--- config.mk ---
export PLATFORM = sky130hd
export DESIGN_NAME = dmi_jtag_dtm
export DESIGN_NICKNAME = d
export VERILOG_FILES = /design/src/rtl/dmi_jtag_dtm.sv
export SDC_FILE = /design/constraint.sdc
export NUM_CORES = 1
export LEC_CHECK = 0
export BUFFER_PORTS_ARGS = -buffer_cell sky130_fd_sc_hd__buf_2
export CAP_MARGIN = 10
export CELL_PAD_IN_SITES_DETAIL_PLACEMENT = 1
export CELL_PAD_IN_SITES_GLOBAL_PLACEMENT = 1
export CORE_MARGIN = 8
export CORE_UTILIZATION = 47
export DETAILED_ROUTE_END_ITERATION = 6
export PLACE_DENSITY = 0.91
export REMOVE_ABC_BUFFERS = 1
export SLEW_MARGIN = 25
export SYNTH_ARGS = -nofsm -noshare
export SYNTH_HDL_FRONTEND = slang
export SYNTH_SLANG_ARGS = --single-unit
--- constraint.sdc ---
create_clock -name clk -period 3.3 [get_ports clk]
set_input_delay 0 -clock clk [delete_from_list [all_inputs] [get_ports clk]]
set_output_delay 0 -clock clk [all_outputs]
set_load 0.02 [all_outputs]
--- src/rtl/dmi_jtag_dtm.sv ---
`timescale 1ns/1ps
// JTAG Debug Transport Module: oversampled TAP with IDCODE/DTMCS/DMI/BYPASS data registers,
// turning DMI scans into single-outstanding valid/ready requests toward the debug module.
module dmi_jtag_dtm #(
  parameter logic [31:0] IDCODE      = 32'h2000_0001,
  parameter int          SYNC_STAGES = 2
) (
  input  logic        clk,
  input  logic        resetn,
  input  logic        tck,
  input  logic        tms,
  input  logic        tdi,
  output logic        tdo,
  output logic        tdo_en,
  output logic        dmi_valid,
  input  logic        dmi_ready,
  output logic        dmi_write,
  output logic [6:0]  dmi_addr,
  output logic [31:0] dmi_wdata,
  input  logic [31:0] dmi_rdata
);

  localparam logic [4:0] IR_IDCODE = 5'h01;
  localparam logic [4:0] IR_DTMCS  = 5'h10;
  localparam logic [4:0] IR_DMI    = 5'h11;

  typedef enum logic [3:0] {
    TLR, RTI,
    SEL_DR, CAP_DR, SHIFT_DR, EXIT1_DR, PAUSE_DR, EXIT2_DR, UPD_DR,
    SEL_IR, CAP_IR, SHIFT_IR, EXIT1_IR, PAUSE_IR, EXIT2_IR, UPD_IR
  } tap_state_t;

  logic [SYNC_STAGES-1:0] r_tck_sync, r_tms_sync, r_tdi_sync;
  logic                   r_tck_prev;
  logic                   w_tck, w_tms, w_tdi, w_tck_rise, w_tck_fall;

  tap_state_t  r_state;
  logic [4:0]  r_ir, r_ir_sr;
  logic [40:0] r_dr, w_dr_capture, w_dr_shift;
  logic        r_sticky, r_valid, r_write;
  logic [6:0]  r_addr, r_last_addr;
  logic [31:0] r_wdata, r_last_data;
  logic        r_tdo, r_tdo_en;

  logic        w_match, w_pending, w_launch;
  logic [1:0]  w_cap_op, w_dmistat, w_upd_op;
  logic [31:0] w_cap_data;

  // All three pins share the same synchroniser depth so tms/tdi stay aligned with tck edges.
  always_ff @(posedge clk) begin
    if (!resetn) begin
      r_tck_sync <= '0;
      r_tms_sync <= '0;
      r_tdi_sync <= '0;
      r_tck_prev <= 1'b0;
    end else begin
      r_tck_sync <= {r_tck_sync[SYNC_STAGES-2:0], tck};
      r_tms_sync <= {r_tms_sync[SYNC_STAGES-2:0], tms};
      r_tdi_sync <= {r_tdi_sync[SYNC_STAGES-2:0], tdi};
      r_tck_prev <= w_tck;
    end
  end

  assign w_tck      = r_tck_sync[SYNC_STAGES-1];
  assign w_tms      = r_tms_sync[SYNC_STAGES-1];
  assign w_tdi      = r_tdi_sync[SYNC_STAGES-1];
  assign w_tck_rise = w_tck & ~r_tck_prev;
  assign w_tck_fall = ~w_tck & r_tck_prev;

  // A response landing on the capture clk counts as complete: fresh read data bypasses last_data.
  assign w_match    = r_valid & dmi_ready;
  assign w_pending  = r_valid & ~dmi_ready;
  assign w_cap_op   = (w_pending | r_sticky) ? 2'd3 : 2'd0;
  assign w_cap_data = (w_match & ~r_write) ? dmi_rdata : r_last_data;
  assign w_dmistat  = r_sticky ? 2'd3 : 2'd0;
  assign w_upd_op   = r_dr[1:0];
  assign w_launch   = ~r_valid & ~r_sticky & ((w_upd_op == 2'd1) | (w_upd_op == 2'd2));

  always_comb begin
    w_dr_capture = '0;
    case (r_ir)
      IR_IDCODE: w_dr_capture = {9'd0, IDCODE};
      IR_DTMCS:  w_dr_capture = {9'd0, 17'd0, 3'd1, w_dmistat, 6'd7, 4'd1};
      IR_DMI:    w_dr_capture = {r_last_addr, w_cap_data, w_cap_op};
      default:   w_dr_capture = '0;
    endcase
  end

  always_comb begin
    w_dr_shift = '0;
    case (r_ir)
      IR_IDCODE, IR_DTMCS: w_dr_shift = {9'd0, w_tdi, r_dr[31:1]};
      IR_DMI:              w_dr_shift = {w_tdi, r_dr[40:1]};
      default:             w_dr_shift = {40'd0, w_tdi};
    endcase
  end

  always_ff @(posedge clk) begin
    if (!resetn) begin
      r_state     <= TLR;
      r_ir        <= IR_IDCODE;
      r_ir_sr     <= '0;
      r_dr        <= '0;
      r_sticky    <= 1'b0;
      r_valid     <= 1'b0;
      r_write     <= 1'b0;
      r_addr      <= '0;
      r_wdata     <= '0;
      r_last_addr <= '0;
      r_last_data <= '0;
      r_tdo       <= 1'b0;
      r_tdo_en    <= 1'b0;
    end else begin
      if (w_match) begin
        r_valid <= 1'b0;
        if (!r_write) r_last_data <= dmi_rdata;
      end

      if (w_tck_rise) begin
        case (r_state)
          TLR:      r_state <= w_tms ? TLR : RTI;
          RTI:      r_state <= w_tms ? SEL_DR : RTI;
          SEL_DR:   r_state <= w_tms ? SEL_IR : CAP_DR;
          CAP_DR: begin
            r_dr <= w_dr_capture;
            if (r_ir == IR_DMI && w_pending) r_sticky <= 1'b1;
            r_state <= w_tms ? EXIT1_DR : SHIFT_DR;
          end
          SHIFT_DR: begin
            r_dr    <= w_dr_shift;
            r_state <= w_tms ? EXIT1_DR : SHIFT_DR;
          end
          EXIT1_DR: r_state <= w_tms ? UPD_DR : PAUSE_DR;
          PAUSE_DR: r_state <= w_tms ? EXIT2_DR : PAUSE_DR;
          EXIT2_DR: r_state <= w_tms ? UPD_DR : SHIFT_DR;
          UPD_DR:   r_state <= w_tms ? SEL_DR : RTI;
          SEL_IR:   r_state <= w_tms ? TLR : CAP_IR;
          CAP_IR: begin
            r_ir_sr <= 5'b00001;
            r_state <= w_tms ? EXIT1_IR : SHIFT_IR;
          end
          SHIFT_IR: begin
            r_ir_sr <= {w_tdi, r_ir_sr[4:1]};
            r_state <= w_tms ? EXIT1_IR : SHIFT_IR;
          end
          EXIT1_IR: r_state <= w_tms ? UPD_IR : PAUSE_IR;
          PAUSE_IR: r_state <= w_tms ? EXIT2_IR : PAUSE_IR;
          EXIT2_IR: r_state <= w_tms ? UPD_IR : SHIFT_IR;
          UPD_IR:   r_state <= w_tms ? SEL_DR : RTI;
          default:  r_state <= TLR;
        endcase
      end

      if (w_tck_fall) begin
        r_tdo_en <= (r_state == SHIFT_IR) || (r_state == SHIFT_DR);
        r_tdo    <= (r_state == SHIFT_IR) ? r_ir_sr[0] :
                    (r_state == SHIFT_DR) ? r_dr[0]    : 1'b0;
        if (r_state == UPD_IR) r_ir <= r_ir_sr;
        if (r_state == UPD_DR) begin
          if (r_ir == IR_DTMCS) begin
            if (r_dr[17]) begin
              r_sticky    <= 1'b0;
              r_last_addr <= '0;
              r_last_data <= '0;
            end else if (r_dr[16]) begin
              r_sticky <= 1'b0;
            end
          end else if (r_ir == IR_DMI && w_launch) begin
            r_valid     <= 1'b1;
            r_write     <= (w_upd_op == 2'd2);
            r_addr      <= r_dr[40:34];
            r_wdata     <= r_dr[33:2];
            r_last_addr <= r_dr[40:34];
          end
        end
      end

      if (r_state == TLR) r_ir <= IR_IDCODE;
    end
  end

  assign tdo       = r_tdo;
  assign tdo_en    = r_tdo_en;
  assign dmi_valid = r_valid;
  assign dmi_write = r_write;
  assign dmi_addr  = r_addr;
  assign dmi_wdata = r_wdata;

endmodule

== After elaboration in Yosys (flattened, before gate mapping) ==
Cells that the tools add are included.
W data, S select, Z words.
Word-level totals
  output and inout port bits: 43
  input bits: 38
  flip-flop bits (word level): 145
  word-level logic and storage cells: 116
Operators by class
  reductions and logical operators: 17
  muxes and demuxes: 44
  equality and inequality tests: 21
  bitwise operators: 17
Operator list (count)
  $mux W32: 7
  $pmux W41 S2: 2
  $pmux W41 S3: 1
  $pmux W4 S12: 1
  $eq A4 B4 Y1 const B: 8
  $mux W7: 3
  $mux W1: 18
  $eq A4 B3 Y1 const B: 4
  $mux W4: 4
  $eq A5 B5 Y1 const B: 2
  $mux W2: 5
  $pmux W5 S2: 1
  $eq A4 B2 Y1 const B: 2
  $not A1 Y1: 8
  $reduce_and A4 Y1: 2
  $reduce_or A2 Y1: 4
  $and A1 B1 Y1: 7
  $mux W3: 2
  $reduce_and A2 Y1: 3
  $reduce_bool A2 Y1: 3
  $eq A5 B1 Y1 const B: 1
  $eq A4 B1 Y1 const B: 1
  $logic_not A4 Y1: 1
  $reduce_or A3 Y1: 1
  6 further kinds: 8

== Logic depth before layout (Yosys ltp) ==
Gate-level depths: netlist of the first run.
  depth after elaboration: 11
  gate-level depth with buffers: 8
  depth with buffers taken out: 6

== Worst setup path before layout of the first run ==
Ideal clock, no wire load.
  path kind: reg-to-reg
  start point: register r_write (netlist: dmi_write)
  end point: register r_dr[18]
  data arrival time: 1622 ps
  library setup time: 113 ps
  period minus slack after synthesis: 1735 ps
  path buffers: 2
  cell stages (with the launch flop): 7
  required time: 3187 ps
  slack: 1565 ps
  cells stage by stage: dfxtp_1 -> nand3b_1 -> buf_2 -> clkbuf_1 -> mux2i_1 -> o211a_1 -> nor2_1
Between the ends
  cells in the longest elaborated chain, start to end: 5
Ends and longest elaborated chain
  start: declaration: RTL line 40  | logic r_sticky, r_valid, r_write;
  start signal: assignment: RTL line 170  | r_write <= (w_upd_op == 2'd2);
  $not A1 Y1: RTL line 74  | assign w_cap_data = (w_match & ~r_write) ? dmi_rdata : r_last_data;
  $and A1 B1 Y1: RTL line 74
  $mux W32: RTL line 74
  $pmux W41 S3: RTL line 81  | case (r_ir)
  $pmux W41 S2: RTL line 120  | case (r_state)
  end signal: assignment: RTL line 125  | r_dr <= w_dr_capture;
  end signal: assignment: RTL line 130  | r_dr <= w_dr_shift;
  end: declaration: RTL line 39  | logic [40:0] r_dr, w_dr_capture, w_dr_shift;
No other way between the ends.
A chain may end at the register's enable or synchronous reset.

== Worst setup path after layout of the first run ==
  start point: register r_state[0]
  end point: register r_dr[17]
Between the ends
  cells in the longest elaborated chain, start to end: 3
  elaborated cells between the ends (all ways): 5
  classes of those cells: eq/ne: 2; mux: 1; reduce/logical: 2
Ends and longest elaborated chain
  start: declaration: RTL line 37  | tap_state_t r_state;
  start signal: assignment: RTL line 121  | TLR: r_state <= w_tms ? TLR : RTI;
  start signal: assignment: RTL line 122  | RTI: r_state <= w_tms ? SEL_DR : RTI;
  start signal: assignment: RTL line 123  | SEL_DR: r_state <= w_tms ? SEL_IR : CAP_DR;
  $eq A4 B3 Y1 or $eq A4 B2 Y1 (tied branches): RTL line 120
  $reduce_bool A2 Y1 (no line)
  $reduce_and A2 Y1 (no line)
Parallel ways exist; a longest one is shown, timed or not.

==> flow_summary_export.csv, run 1 <==
group,metric,value,unit
outcome,status,"finished clean",
clock_tree,clock_transition_at_the_registers_of_the_reported_paths,60,ps
hold_path,min_from,"resetn",
yosys,synth-seq-area-share,47.27,%
worst_setup_path,worst-endpoint-arrival,3080,ps
cells_and_area,final.fill_count,1485,
sta,worst_pin_slew,792.9,ps
placement,detailedPlacementHpwl,12060,um
pwr,power_density,506.1,nW/um2
yosys,synth.cells.most_frequent,"sky130_fd_sc_hd__dfxtp_1, sky130_fd_sc_hd__nor2_1, sky130_fd_sc_hd__a21oi_1",
clock_tree,post_cts.resized_instances,0,
sta,worst_clock_skew,7.915,ps
global_route,antenna_found_initial,1,
global_route,grt_overflow,0,
pwr,pwr-share-clk,50.2,%
detailed_routing,drt_iter0_markers,441,
cells_and_area,regArea,2903,um2
worst_setup_path,worst_r2r_path_depth,4,
detailed_routing,wl_per_cell,21.74,um
detailed_routing,routed_wl,20870,um
pwr,fin_total_pwr,3812,uW
yosys,synth-edff-count,0,
floorplan,fp.coreArea,12670,um2
cells_and_area,layout-area-overhead-vs-synth,22.64,%
worst_setup_path,critPathTopFamily,"simple AND/OR/NAND/NOR gates",
hold_path,timing.hold.worst_path_depth,3,
yosys,synth_async_sr_flop_share,0,%
pwr,internal_power,2999,uW
floorplan,placementRows,41,
sta,finalHoldViolCount,0,
hold_path,min-delay-path-class,"primary input to flop",
yosys,synthDominantCellAreaShare,47.27,%
global_route,number_of_global_route_vias_before_repair,6189,
clock_tree,tritoncts,"done",
floorplan,initial_cell_density_of_the_core,48.46,%
clock_tree,clock_latency_on_the_worst_skew_pair,430,ps
floorplan,die_h,130.3,um
pwr,p_switching,813.0,uW
pwr,power_frac_comb,3.3,%
yosys,synth_cell_types,58,
detailed_routing,final_antenna_net_count,0,
worst_setup_path,r2r_setup_slack,560,ps
sta,max-slew-margin-rel,46.97,%
worst_setup_path,required,3640,ps
sta,fmax,365.1,MHz
detailed_routing,first_pass_drt_iterations,4,
sta,final.min_clock_period,2739,ps
cells_and_area,multiInputGateArea,2929,um2
clock_tree,cts_max_path_buffers,2,
yosys,syn-mean-instance-area,8.874,um2
pwr,leakagePower,0.003241,uW
floorplan,io_pins,81,
placement,numPortBuffers,80,
hold_path,hold_path_end,"r_dr[19]",
pwr,power.share.switching,21.33,%
yosys,netlist_instances,692,
sta,grt_setup_unrepaired,"false",
sta,holdWs,175.1,ps
worst_setup_path,crit_path_max_fanout,26,
worst_setup_path,critical_path_buf_inv_count,0,
yosys,cell_types_with_the_largest_area_share_after_synthesis,"sky130_fd_sc_hd__dfxtp_1, sky130_fd_sc_hd__mux2i_1, sky130_fd_sc_hd__a21oi_1",
detailed_routing,post_drt_via_cell_ratio,6.072,
clock_tree,postCtsHoldBufs,36,
sta,fin_tns_setup,0,ps
yosys,mappedNetlistArea,6141,um2
global_route,first_pass_grt_wire_length,33120,um
yosys,post_synth_top_flop,"sky130_fd_sc_hd__dfxtp_1",
yosys,synth_most_common_cell,"sky130_fd_sc_hd__dfxtp_1",
worst_setup_path,worstSetupEndpointType,"flop",
pwr,vdd_drop_max,0.3798,mV
floorplan,die-area,16980,um2
worst_setup_path,worst_path_largest_cell_delay,770,ps
global_route,grt_util_all_layers,25.19,%
cells_and_area,drive_gt1_share,17.92,%
cells_and_area,layout.nets,814,
worst_setup_path,critPathKind,"flop to flop",
worst_setup_path,rr_startpoint,"r_state[0]",
clock_tree,post_cts.repair.setup_buffers,0,
yosys,synth.yosys.warnings,0,
yosys,ys_ff_latch,145,
pwr,seq_power_share,46.4,%
detailed_routing,drt_drc_violations_left,0,
job,maxCapViolations,0,
worst_setup_path,timing.critical_path.slowest_stage_cell,"sky130_fd_sc_hd__dfxtp_1",
detailed_routing,total_number_of_vias,5829,
yosys,synth.largest_area_cell,"sky130_fd_sc_hd__dfxtp_1",
worst_setup_path,cp-start-kind,"flop",
sta,min_period_over_period,83.00,%
sta,final_max_slew_viol_count,0,
global_route,grt_start_max_net_pins,42,
worst_setup_path,cp_cell_sequence,"or4b_1 -> nand3_2 -> o211a_1 -> a211oi_2",
clock_tree,numCtsBuffers,17,
clock_tree,clock_tree.htree_level_count,4,
placement,gp_congestion,0.8108,
sta,timing.final.setup_violations,0,
worst_setup_path,reg2reg_to,"r_dr[17]",
clock_tree,clk_root_buffer_cell,"sky130_fd_sc_hd__clkbuf_16",
floorplan,die_w,130.3,um
clock_tree,cts_num_sinks,145,
## sequential cells by signal (all words and copies together) (netlist names)
name         cells
r_dr            41
dmi_wdata       32
r_last_data     32
dmi_addr         7
r_last_addr      7
r_ir             5
r_ir_sr          5
r_state          4
r_tck_sync       2
r_tdi_sync       2
r_tms_sync       2
dmi_valid        1
dmi_write        1
r_sticky         1
r_tck_prev       1
tdo              1
tdo_en           1
## placed cells by master (no fill, tap or decap), types with 3 or more instances in the layout
master and count:
sky130_fd_sc_hd__a2bb2oi_1 5, sky130_fd_sc_hd__buf_2 80, sky130_fd_sc_hd__nand3_1 56, sky130_fd_sc_hd__nor2_1 71, sky130_fd_sc_hd__clkbuf_1 7, sky130_fd_sc_hd__nand2b_1 5
sky130_fd_sc_hd__a221oi_1 3, sky130_fd_sc_hd__nor2b_1 5, sky130_fd_sc_hd__and2_1 8, sky130_fd_sc_hd__buf_4 16, sky130_fd_sc_hd__o211a_1 21, sky130_fd_sc_hd__mux2_2 5
sky130_fd_sc_hd__o21ai_1 31, sky130_fd_sc_hd__clkbuf_16 17, sky130_fd_sc_hd__bufinv_16 3, sky130_fd_sc_hd__nand2_1 23, sky130_fd_sc_hd__inv_1 4, sky130_fd_sc_hd__mux2i_1 39
sky130_fd_sc_hd__a211o_1 4, sky130_fd_sc_hd__dfxtp_1 145, sky130_fd_sc_hd__nor3_1 7, sky130_fd_sc_hd__nand4_1 23, sky130_fd_sc_hd__a31oi_1 5, sky130_fd_sc_hd__a21oi_1 67
sky130_fd_sc_hd__a32o_1 9, sky130_fd_sc_hd__dlygate4sd3_1 36, sky130_fd_sc_hd__clkinv_2 4, sky130_fd_sc_hd__o21ai_0 46
## worst min-delay path: stages
cell                      delay [ps]
sky130_fd_sc_hd__buf_2           320
sky130_fd_sc_hd__o21ai_1         170
sky130_fd_sc_hd__nor2_1           50
## power by group through the flow
stage                     clock, uW  sequential, uW  combinational (uW)
after detailed placement          0            1810                89.3
after CTS                      1920            1770                 123
after global routing           2000            1770                 136
after floorplan                   0            1800                35.1
final                          1910            1770                 127
after global placement            0            1810                84.8
## how the worst max path moves through the flow
stage | from | end | slack, ps | depth (start not counted)
2_1_floorplan | r_state[2] | r_dr[12] | -150 | 4
3_3_place_gp | r_state[0] | r_dr[17] | 880 | 4
3_5_place_dp | r_ir[0] | r_last_addr[3] | 710 | 4
4_1_cts | r_state[0] | r_dr[17] | 630 | 4
5_1_grt | r_state[0] | r_dr[17] | 450 | 4
6_report | r_state[0] | r_dr[17] | 560 | 4
## cell type report
| cell class | count | area share, % |
|---|---|---|
| clock inverters | 7 | 1.462 |
| clock buffers | 24 | 5.998 |
| well taps | 172 | 2.858 |
| repair buffers | 133 | 11.96 |
| flip-flops and latches | 145 | 38.54 |
| inverters | 5 | 0.2492 |
| multi-input cells | 473 | 38.89 |
| diodes | 1 | 0.03323 |
## layer usage
layer  vias up  routed length, um  GRT usage (%)
met5         -                  0              0
met4         0                617          11.41
met3        52               1136          6.242
met2       189              10670          43.97
met1      2918               8445          28.43
li1       2670                  -              -
## logic make-up after synthesis
kind of cell | synth area share [%]
AOI/OAI and AO/OA | 21.62
and+or+nand+nor | 17.64
buffers and inverters | 5.338
DFF | 47.27
muxes | 7.640
xor gates and xnor gates | 0.2853
adders and majority gates | 0.2037
## metrics by stage
step | setup WS, ps | instances | instance area [um2] | util (%)
floorplan | -153.6 | 623 | 5832 | -
global placement | 875.8 | 892 | 6606 | 52.14
detailed placement | 714.5 | 892 | 6606 | 52.14
CTS | 630.2 | 959 | 7528 | 59.42
global route | 448.1 | 960 | 7531 | 59.44
finish | 561.1 | 960 | 7531 | 59.44
Note: power is estimated with default switching activity, not from simulation.
==> run 2, diff against run 1 <==
--- a/config.mk
+++ b/config.mk
@@ -5,14 +5,15 @@
 export SDC_FILE = /design/constraint.sdc
 export NUM_CORES = 1
 export LEC_CHECK = 0
+export ABC_AREA = 1
 export BUFFER_PORTS_ARGS = -buffer_cell sky130_fd_sc_hd__buf_2
 export CAP_MARGIN = 10
 export CELL_PAD_IN_SITES_DETAIL_PLACEMENT = 1
 export CELL_PAD_IN_SITES_GLOBAL_PLACEMENT = 1
 export CORE_MARGIN = 8
-export CORE_UTILIZATION = 47
+export CORE_UTILIZATION = 37
 export DETAILED_ROUTE_END_ITERATION = 6
-export PLACE_DENSITY = 0.91
+export PLACE_DENSITY = 0.81
 export REMOVE_ABC_BUFFERS = 1
 export SLEW_MARGIN = 25
 export SYNTH_ARGS = -nofsm -noshare
==> constraint.sdc (replaced) <==
create_clock -name clk -period 2.37 [get_ports clk]
set_input_delay 0 -clock clk [delete_from_list [all_inputs] [get_ports clk]]
set_output_delay 0 -clock clk [all_outputs]
set_load 0.02 [all_outputs]
==> run 2 against run 1 <==
Against the previous run: die area is 24% higher; via count is 2.2% higher; global-route usage is 7.0 points lower; clock-buffer cell count is 6 lower; highest routed layer unchanged; register-to-register slack worse by 250 ps; critical path type unchanged; clock power is 40% higher; non-clock buffer count is 2 lower; combinational power is 28% higher; hold slack worse by 170 ps.
==> flow_summary_export.csv, run 2 <==
group,metric,value,unit
outcome,status,"finished clean",
detailed_routing,final_antenna_net_count,0,
yosys,synth.yosys.warnings,0,
global_route,first_pass_grt_wire_length,31580,um
cells_and_area,stdcell_area,7632,um2
clock_tree,post_cts.repair.setup_buffers,0,
worst_setup_path,timing.critical_path.slowest_stage_cell,"sky130_fd_sc_hd__dfxtp_1",
worst_setup_path,cp_cell_sequence,"inv_1 -> nor2_2 -> nand2_1 -> nand2_4 -> nand2_4 -> clkinv_2 -> buf_12 -> nand3_1 -> nor2_1 -> nor2_1",
clock_tree,clk_root_buffer_cell,"sky130_fd_sc_hd__clkbuf_16",
global_route,number_of_global_route_vias_before_repair,6220,
yosys,syn-mean-instance-area,7.116,um2
sta,final_max_slew_viol_count,0,
yosys,synth_async_sr_flop_share,0,%
global_route,antenna_found_initial,0,
global_route,grt_start_max_net_pins,52,
detailed_routing,total_number_of_vias,5956,
yosys,synthDominantCellAreaShare,47.21,%
floorplan,initial_cell_density_of_the_core,37.47,%
pwr,vdd_drop_max,0.5145,mV
clock_tree,cts_num_sinks,145,
placement,numPortBuffers,80,
floorplan,placementRows,47,
yosys,synth-seq-area-share,47.21,%
floorplan,io_pins,81,
cells_and_area,layout.cells.most_common,"sky130_fd_sc_hd__nand2_1",
yosys,mappedNetlistArea,6148,um2
global_route,grt_overflow,0,
worst_setup_path,worst_path_largest_cell_delay,580,ps
clock_tree,clock_tree.htree_level_count,4,
clock_tree,numCtsBuffers,17,
worst_setup_path,r2r_setup_slack,310,ps
sta,finalHoldViolCount,0,
sta,fmax,485.0,MHz
worst_setup_path,reg2reg_to,"r_dr[5]",
sta,worst_pin_slew,865.0,ps
yosys,synth.largest_area_cell,"sky130_fd_sc_hd__dfxtp_1",
sta,final.min_clock_period,2062,ps
clock_tree,tritoncts,"done",
clock_tree,clock_transition_at_the_registers_of_the_reported_paths,70,ps
yosys,synth_cell_types,30,
placement,gp_congestion,0.8642,
yosys,netlist_instances,864,
yosys,ys_ff_latch,145,
global_route,grt_util_all_layers,18.20,%
worst_setup_path,worst_r2r_path_depth,10,
worst_setup_path,critPathKind,"flop to flop",
sta,max-slew-margin-rel,42.25,%
hold_path,hold_path_end,"r_last_data[14]",
worst_setup_path,required,2690,ps
floorplan,die_h,144.9,um
sta,holdWs,3.012,ps
yosys,synth.cells.most_frequent,"sky130_fd_sc_hd__nand2_1, sky130_fd_sc_hd__nor2_1, sky130_fd_sc_hd__dfxtp_1",
worst_setup_path,worstSetupEndpointType,"flop",
cells_and_area,antennaDiodeCount,0,
cells_and_area,drive_gt1_share,16.70,%
floorplan,fp.coreArea,16410,um2
detailed_routing,drt_drc_violations_left,0,
cells_and_area,final.fill_count,2081,
placement,detailedPlacementHpwl,12130,um
clock_tree,post_cts.resized_instances,0,
yosys,post_synth_top_flop,"sky130_fd_sc_hd__dfxtp_1",
sta,fin_tns_setup,0,ps
pwr,power_density,691.8,nW/um2
placement,placed_cell_area,6708,um2
worst_setup_path,rr_startpoint,"r_state[2]",
cells_and_area,layout_common_cells,"sky130_fd_sc_hd__nand2_1, sky130_fd_sc_hd__nor2_1, sky130_fd_sc_hd__dfxtp_1",
hold_path,timing.hold.worst_path_depth,5,
clock_tree,clock_latency_on_the_worst_skew_pair,430,ps
sta,timing.final.setup_violations,0,
sta,min_period_over_period,87.00,%
sta,worst_clock_skew,10.14,ps
job,maxCapViolations,0,
clock_tree,cts_max_path_buffers,2,
detailed_routing,wl_per_cell,15.56,um
worst_setup_path,crit_path_max_fanout,43,
floorplan,die_w,144.9,um
yosys,synth_most_common_cell,"sky130_fd_sc_hd__nand2_1",
sta,grt_setup_unrepaired,"false",
detailed_routing,post_drt_via_cell_ratio,4.980,
worst_setup_path,cp-start-kind,"flop",
detailed_routing,routed_wl,18610,um
cells_and_area,largest_register_ff_count,41,
cells_and_area,layout.nets,1002,
yosys,cell_types_with_the_largest_area_share_after_synthesis,"sky130_fd_sc_hd__dfxtp_1, sky130_fd_sc_hd__nand2_1, sky130_fd_sc_hd__nor2_1",
hold_path,min_from,"dmi_rdata[14]",
detailed_routing,drt_iter0_markers,319,
hold_path,min-delay-path-class,"primary input to flop",
yosys,synth-edff-count,0,
pwr,fin_total_pwr,5280,uW
cells_and_area,layout-area-overhead-vs-synth,24.14,%
worst_setup_path,worst-endpoint-arrival,2380,ps
floorplan,die-area,21000,um2
detailed_routing,first_pass_drt_iterations,4,
pwr,leakagePower,0.003446,uW
cells_and_area,largest-register,"r_dr",
[run 2: kinds of logic (layout without fill, tap and decap cells)]
kind of cell               after synthesis  after routing  synth area share, %
and+or+nand+nor                        422            422                29.00
AOI/OAI and AO/OA                      184            184                15.34
DFF                                    145            145                47.21
buffers and inverters                  112            224                8.242
adders and majority gates                1              1               0.2035
[run 2: routing by layer]
metal	vias to the layer above	part of all wire, %	track usage [%]	routed length (um)
met2	111	48	30.65	8838
met4	0	1.6	6.575	297
met5	-	0	0	0
met3	21	3.5	4.291	651
li1	2960	-	-	-
met1	2864	47	22.21	8819
[run 2: worst max path at each step]
stage | from | to | slack, ps | depth (start not counted)
after floorplan | dmi_valid | r_dr[21] | -640 | 7
after global placement | r_state[2] | r_dr[31] | 390 | 10
after detailed placement | r_state[2] | r_dr[31] | 320 | 10
after CTS | r_state[2] | r_dr[5] | 300 | 10
after global routing | r_state[2] | r_dr[31] | 80 | 10
final | r_state[2] | r_dr[5] | 310 | 10
[run 2: power by group]
group / total, uW / switching, uW / internal, uW / leakage (uW)
registers: 2450 / 7.04 / 2440 / 0.00117
logic: 163 / 83.2 / 79.7 / 0.00199
clock network: 2670 / 1160 / 1510 / 0.000284
total: 5280 / 1250 / 4030 / 0.00345
[run 2: cell type report]
class | count | area, um2 | share of cell area [%]
sequential | 145 | 2903 | 38.03
multi-input combinational | 607 | 2746 | 35.98
timing repair buffer | 131 | 893.4 | 11.70
clock buffer | 18 | 439.2 | 5.754
tap | 220 | 275.3 | 3.607
inverter | 61 | 230.2 | 3.016
clock inverter | 14 | 145.1 | 1.902
[run 2: worst max-delay path, delay by kind of cell, from the launching register on]
family | cells | cell delay (ps)
simple gates | 7 | 920
flops | 1 | 580
buf+inv | 3 | 430
[run 2: through the flow]
step                util [%]  setup WS [ps]  instances
CTS                    46.52          301.3       1196
floorplan                  -         -637.0        813
global route           46.52          78.98       1196
global placement       40.88          390.3       1130
finish                 46.52          308.2       1196
detailed placement     40.88          320.1       1130
[run 2: timing repair]
| action | in CTS | in global routing |
|---|---|---|
| endpoints found under the setup margin | 0 | 0 |
| hold endpoints to repair | 37 | 0 |
| hold buffers | 34 | 0 |
